[config.mk]
export PLATFORM = sky130hd
export DESIGN_NAME = mem_arbiter
export DESIGN_NICKNAME = d
export VERILOG_FILES = /design/src/rtl/cpu_types_pkg.sv /design/src/rtl/arb_timeout_counter.sv /design/src/rtl/mem_arbiter.sv
export SDC_FILE = /design/constraint.sdc
export NUM_CORES = 1
export LEC_CHECK = 0
export ABC_AREA = 0
export CORE_UTILIZATION = 40
export CTS_CLUSTER_DIAMETER = 30
export DETAILED_ROUTE_END_ITERATION = 16
export DONT_BUFFER_PORTS = 1
export HOLD_SLACK_MARGIN = 0.1
export PLACE_DENSITY_LB_ADDON = 0.15
export SKIP_CTS_REPAIR_TIMING = 1
export SKIP_LAST_GASP = 1
export SYNTH_ARGS = -nofsm -noshare
export SYNTH_HDL_FRONTEND = slang
export SYNTH_HIERARCHICAL = 1
export SYNTH_SLANG_ARGS = --single-unit
[constraint.sdc]
create_clock -name CLK -period 4.6 [get_ports CLK]
set_clock_uncertainty 0.1 [all_clocks]
set_input_delay 0.69 -clock CLK [delete_from_list [all_inputs] [get_ports CLK]]
set_output_delay 0.69 -clock CLK [all_outputs]
set_load 0.005 [all_outputs]
[src/rtl/cpu_types_pkg.sv]
// Shared CPU types: datapath word and memory arbiter state/defaults.
package cpu_types_pkg;
  typedef logic [31:0] word_t;

  typedef enum logic [1:0] {
    IDLE,
    IACC,
    DACC
  } arb_state_t;

  localparam int unsigned MEM_ARB_TIMEOUT_DEFAULT = 64;
  localparam int unsigned MEM_ARB_DSTREAK_DEFAULT = 4;
endpackage

[src/rtl/arb_timeout_counter.sv]
// Loadable up-counter with clear, increment enable and a terminal flag at LIMIT-1.
module arb_timeout_counter #(
  parameter int unsigned WIDTH = 7,
  parameter int unsigned LIMIT = 64
) (
  input  logic             CLK,
  input  logic             RST,
  input  logic             clear,
  input  logic             load,
  input  logic [WIDTH-1:0] load_val,
  input  logic             inc,
  output logic [WIDTH-1:0] count,
  output logic             terminal
);
  always_ff @(posedge CLK or posedge RST) begin
    if (RST)                 count <= '0;
    else if (clear)          count <= '0;
    else if (load)           count <= load_val;
    else if (inc && !terminal) count <= count + WIDTH'(1);
  end

  always_comb terminal = (count == WIDTH'(LIMIT - 1));
endmodule

[src/rtl/mem_arbiter.sv]
// Arbitrates the single RAM port between instruction fetch and data access,
// data first with a streak limit, plus a per-transaction timeout abort.
module mem_arbiter
  import cpu_types_pkg::*;
#(
  parameter int unsigned MAX_DSTREAK = MEM_ARB_DSTREAK_DEFAULT,
  parameter int unsigned TIMEOUT     = MEM_ARB_TIMEOUT_DEFAULT
) (
  input  logic  CLK,
  input  logic  RST,
  input  logic  iREN,
  input  word_t iaddr,
  output logic  ihit,
  output word_t iload,
  input  logic  dREN,
  input  logic  dWEN,
  input  word_t daddr,
  input  word_t dstore,
  output logic  dhit,
  output word_t dload,
  output logic  ramREN,
  output logic  ramWEN,
  output word_t ramaddr,
  output word_t ramstore,
  input  word_t ramload,
  input  logic  ram_ready,
  output logic  err
);
  localparam int unsigned TW = $clog2(TIMEOUT + 1);
  localparam int unsigned SW = $clog2(MAX_DSTREAK + 1);

  arb_state_t    state, state_next;
  logic [SW-1:0] streak, streak_next;
  logic [TW-1:0] tcount;
  word_t         lat_addr, lat_data;
  logic          lat_wr;
  logic          t_term, dreq, owner_req, grant_d, grant_i;

  arb_timeout_counter #(.WIDTH(TW), .LIMIT(TIMEOUT)) u_tcount (
    .CLK      (CLK),
    .RST      (RST),
    .clear    (state == IDLE),
    .load     (1'b0),
    .load_val ('0),
    .inc      ((state != IDLE) && !ram_ready),
    .count    (tcount),
    .terminal (t_term)
  );

  always_comb begin
    dreq      = dREN | dWEN;
    owner_req = 1'b0;
    if (state == IACC) owner_req = iREN;
    if (state == DACC) owner_req = dreq;

    ihit  = (state == IACC) && ram_ready && iREN;
    dhit  = (state == DACC) && ram_ready && dreq;
    err   = (state != IDLE) && owner_req && !ram_ready && t_term;
    iload = ihit ? ramload : '0;
    dload = dhit ? ramload : '0;

    ramREN   = (state == IACC) || ((state == DACC) && !lat_wr);
    ramWEN   = (state == DACC) && lat_wr;
    ramaddr  = lat_addr;
    ramstore = lat_data;

    grant_d = (state == IDLE) && dreq && ((streak < SW'(MAX_DSTREAK)) || !iREN);
    grant_i = (state == IDLE) && !grant_d && iREN;

    state_next = state;
    case (state)
      IDLE:       if (grant_d) state_next = DACC;
                  else if (grant_i) state_next = IACC;
      IACC, DACC: if (!owner_req || ram_ready || t_term) state_next = IDLE;
      default:    state_next = IDLE;
    endcase

    // Streak only counts data wins that actually delayed a waiting fetch.
    streak_next = streak;
    if ((state == IDLE && !iREN) || ihit)
      streak_next = '0;
    else if (dhit && iREN && (streak < SW'(MAX_DSTREAK)))
      streak_next = streak + SW'(1);
  end

  always_ff @(posedge CLK or posedge RST) begin
    if (RST) begin
      state    <= IDLE;
      streak   <= '0;
      lat_addr <= '0;
      lat_data <= '0;
      lat_wr   <= 1'b0;
    end else begin
      state  <= state_next;
      streak <= streak_next;
      if (grant_d) begin
        lat_addr <= daddr;
        lat_data <= dstore;
        lat_wr   <= dWEN;
      end else if (grant_i) begin
        lat_addr <= iaddr;
      end
    end
  end
endmodule

### Word-level counts from Yosys, hierarchy flattened

Cells that the tools add are included.

* register bits after elaboration: 77
* output and inout port bits: 133
* logic and storage cells: 65

* bitwise gates (word level): 1
* $add $sub $neg: 2
* mux-type cells: 14
* reduce and logical (&&, ||, !) cells: 36
* equal/unequal tests: 5
* magnitude comparators: 1

Operators with widths (count)
* $mux W32: 4
* $logic_and A1 B1 Y1: 18
* $mux W7: 2
* $reduce_bool A2 Y1: 4
* $add A7 B1 Y7 const B: 1
* $eq A7 B6 Y1 const B: 1
* $logic_not A1 Y1: 6
* $mux W2: 3
* $mux W3: 2
* $logic_or A1 B1 Y1: 5
* $pmux W2 S2: 1
* $add A3 B1 Y3 const B: 1
* $lt A3 B3 Y1 const B: 1
* $ne A3 B3 Y1 const B: 1
* $eq A2 B1 Y1 const B: 1
* $eq A2 B2 Y1 const B: 1
* $logic_not A2 Y1: 1
* $mux W1: 2
* $ne A2 B2 Y1 const B: 1
* $reduce_and A2 Y1: 1
* $reduce_or A2 Y1: 1
* $or A1 B1 Y1: 1

### Logic depth before layout (Yosys ltp)

* word-level depth: 9
* depth in mapped cells: 7
* depth with buffers taken out: 7

### Hierarchy

The synthesis kept the hierarchy.

By module, submodules not included
* mem_arbiter: area an instance 3647.2 um^2, cells an instance 370, instances 1
* arb_timeout_counter: area an instance 493.0 um^2, cells an instance 50, instances 1

### Worst setup path before layout

OpenSTA, ideal clock, no wires.

* path kind: input to output
* start point: input iREN
* end point: output iload[10]
* arrival: 1.519 ns
* buffers on the path: 2
* slack: 2.291 ns
* stages on the path: 5
* path through: buf_2 nand3_1 inv_1 clkbuf_1 and2_1

* word-level cells in the longest chain between the ends: 2

Ends and longest elaborated chain
* start, declared: RTL line mem_arbiter.sv:11 `input logic iREN,`
* $logic_and A1 B1 Y1: RTL line mem_arbiter.sv:56 `ihit = (state == IACC) && ram_ready && iREN;`
* $mux W32: RTL line mem_arbiter.sv:59 `iload = ihit ? ramload : '0;`
* end, declared: RTL line mem_arbiter.sv:14 `output word_t iload,`

Every way passes these cells.

### Worst setup path after layout

* start point: register state[1]
* end point: output iload[6]

* word-level cells in the longest chain between the ends: 4

Ends and longest elaborated chain
* start, declared: RTL line mem_arbiter.sv:32 `arb_state_t state, state_next;`
* start signal, assigned: RTL line mem_arbiter.sv:94 `state <= state_next;`
* $eq A2 B1 Y1: RTL line mem_arbiter.sv:56
* $logic_and A1 B1 Y1 (2 in a row): RTL line mem_arbiter.sv:56
* via ihit: RTL line mem_arbiter.sv:13 `output logic ihit,`
* $mux W32: RTL line mem_arbiter.sv:59

The timed path passes the listed nets, and every way through them passes these cells.

==> impl_summary.md <==
Floorplanning
The initial core utilization is 0.4178. The die is 103.7 µm tall. The number of top-level pins is roughly 270. The die covers ~11,000 µm². The area of the core is 9910 µm². In this run the horizontal extent of the chip is 103.7 µm.

The floorplan has 36 rows.

Final layout
After the flow finishes, the layout carries non-filler instances totaling 548. Fill cells in the final layout number approximately 950. The area of all placed cells without fillers is around 4400 µm². The leading cell type in the layout, fill and taps excluded is sky130_fd_sc_hd__dfrtp_1. In the final layout, the multi-input gates occupy 2043 µm². The combined flip-flop and latch cell area is 1927 µm². The post-layout net count is ~550.

The proportion of layout cells with a drive suffix above 1 is 0.08675. The repair_antennas step left the layout with diodes totalling 0. In the layout the commonest cells are sky130_fd_sc_hd__dfrtp_1 (77), sky130_fd_sc_hd__and2_1 (65), sky130_fd_sc_hd__nor2_1 (41). The growth of design area from synthesis to finish is 6.588%.

Clocking
TritonCTS built the clock tree. Clock tree synthesis inserted a total of 9 buffers. The number of H-tree levels is 3. For this design, the sink count on the clock tree is 77. The clock reaches the later pin of the worst-skew pair after between 0.3 and 0.4 ns. The tree is rooted in a sky130_fd_sc_hd__clkbuf_8. After clock tree synthesis, the clock-pin slew on the worst setup and hold paths is 0.08 ns.

The longest clock path from root to sink contains 2 buffers.

Flow run
The count of maximum capacitance violations is 0.

Synth
The sequential cell area fraction in the yosys report is 0.4654. The post-synthesis average cell area is 9.858 µm². In this run, synthesis inferred 0 flip-flops with an integrated enable. Yosys attributes the largest share of cell area to sky130_fd_sc_hd__dfrtp_1 (47%), sky130_fd_sc_hd__and2_1 (9.8%), sky130_fd_sc_hd__mux2_1 (7.9%). The synthesized design contains 77 register bits.

The area of the mapped netlist is 4140 µm². Among all flip-flop cells after synthesis, the most frequent one is sky130_fd_sc_hd__dfrtp_1. sky130_fd_sc_hd__dfrtp_1 takes more of the synthesized area than any other cell. The number of different library cells used by synthesis comes to between 40 and 50.

Of the post-synthesis cell area, the dominant cell type holds 0.4654. In the synthesized netlist, the number of instances is 420. For this run, the number of Yosys warnings is 6. Of all flip-flops after synthesis, the portion carrying an async set or reset was 1.000.

Placement
The total of buffers placed on input and output ports is 0. The routability congestion estimate is roughly 0.8. Timing analysis after detailed placement gives a worst setup slack of 1.960 ns. The placed wire-length estimate is 7.590 mm. Counting tap cells, the placed design contains a total of 531 instances. The post-detailed-placement cell area is 4197 µm².

Global routing
The via count of the first global-routing pass is roughly 3,000. The global-route wire length before repair is 16.60 mm. The total overflow left after global routing is 0.

The maximum number of pins on one net before global-route repair is 66. The initial antenna violation count is 0. In the global route stage, overall resource usage came out at 0.1988.

STA
The worst path setup slack after routing is roughly 1.7 ns. The slew of the pin with the lowest slew margin is approximately 1.1 ns. Based on the critical path, the design can be clocked at up to between 300 and 400 MHz. Setup repair after global routing left no endpoint under its margin. The final critical-path share of the clock period is 0.6384. The count of pins over their slew limit is 0.

Headroom to the max-slew limit came out at 0.2806. The setup violation total in the final timing report is 0. Subtracting the final worst setup slack from the clock period gives between 2 and 3 ns. In the final timing run, aggregate negative setup slack is 0 ns.

The count of endpoints failing hold in the final timing report came to 0.

Route
Signal routing reaches up to met4. After detailed routing, the average wire length per cell comes to 18.90 µm. The vias per cell is ~5.5. Summed over all nets, wire length on met3 after detailed routing comes to 753 µm. The detailed-routed wire length on met2 is roughly 4.6 mm.

For this block, the initial DRC count from the detailed router was 136. The number of optimization iterations in the first detailed-route pass is 4. Summing over every cut layer, the via total after detailed routing is 3,034. The detailed-route wire length is 10.36 mm. The met1 layer wirelength in the final routing is slightly below 5 mm.

The post-route DRC violation count is 0. The remaining antenna violation count is 0.

Critical path
The number of cells on the worst reg-to-reg path is 5. The worst path required time is 3.81 ns. The kind of critical path is reg2out. The nature of the critical path endpoint is an output port. The type of origin of the critical path is a flop.

The largest driver fanout on the critical path is 33. The data arrival time at the worst-slack endpoint is 2.15 ns.

Pwr
The leakage power is around 1.8 nW. The power density of the placed cells is roughly 640 nW/µm². The worst IR drop on VDD is 222.7 µV.

Run status
The run finished with clean final reports.

Min path
The path class of the tightest hold or removal check is in2async.
==> state kept, by name, indices dropped and copies added (netlist names) <==
name and cells:
ramaddr 32, ramstore 32, u_tcount/count 7, streak 3, state 2, lat_wr 1
==> through the flow <==
step             util  hold slack, ns  power (W)
2_1_floorplan       -          0.3889   0.002109
4_1_cts        0.4443         0.06787   0.002857
3_3_place_gp   0.4235          0.4036   0.002286
3_5_place_dp   0.4235          0.4078   0.002318
5_1_grt        0.4453          0.2789   0.003061
6_report       0.4453          0.2410   0.002807
==> Yosys cell counts, drive strengths merged, types with 3 or more instances <==
| library cell | count |
|---|---|
| o211a | 3 |
| inv | 10 |
| dfrtp | 77 |
| buf | 19 |
| o21ai | 34 |
| nand3 | 37 |
| clkbuf | 13 |
| nand2b | 3 |
| a31oi | 33 |
| ha | 5 |
| nor2 | 42 |
| a21oi | 5 |
| mux2 | 33 |
| nand2 | 6 |
| and2 | 65 |
==> cell families (layout without fill, tap and decap cells) <==
family,count (synthesis),in the layout,share of synthesized area
compound gates,94,94,0.1550
xor+xnor,1,1,0.002116
fa+ha+maj,5,5,0.01511
buf+inv,42,30,0.04835
flops,77,77,0.4654
mux,35,35,0.09459
other cells,1,8,0.0009057
simple gates,165,165,0.2185
==> power breakdown <==
part	leakage [nW]	total, W	switching, W	internal (W)
Sequential	0.902	0.00129	0.000273	0.00101
Clock	0.103	0.000531	0.000262	0.000269
Combinational	0.825	0.000989	0.000577	0.000413
==> path summary, 6_finish.rpt <==
check,endpoint,slack [ns],startpoint
max,iload[6],1.66,state[1]
min,ramstore[25],0.24,RST
max reg2reg,state[0],1.97,state[0]
min reg2reg,ramstore[28],0.42,ramstore[28]
max in group asynchronous,streak[2],3.22,RST
min in group CLK,ramstore[11],0.36,dstore[11]
==> layout make-up <==
cell class	instances	share of cell area
Inverter	10	0.008506
Multi-Input combinational cell	308	0.4630
Sequential cell	77	0.4366
Clock inverter	6	0.01559
Clock buffer	10	0.03119
Timing Repair Buffer	4	0.007372
Tap cell	133	0.03771
==> critical path: stages (launching register included) <==
cell and delay [ns]:
sky130_fd_sc_hd__dfrtp_1 0.42, sky130_fd_sc_hd__inv_1 0.09, sky130_fd_sc_hd__ha_1 0.20, sky130_fd_sc_hd__nand3_1 0.22, sky130_fd_sc_hd__inv_1 0.59, sky130_fd_sc_hd__and2_1 0.27
==> routing by layer <==
layer	track usage	up-vias
li1	-	1440
met1	0.2748	1455
met2	0.2991	128
met3	0.05223	11
met4	0.07245	0
met5	0	-
No activity file was read; power rests on OpenSTA's default activity.
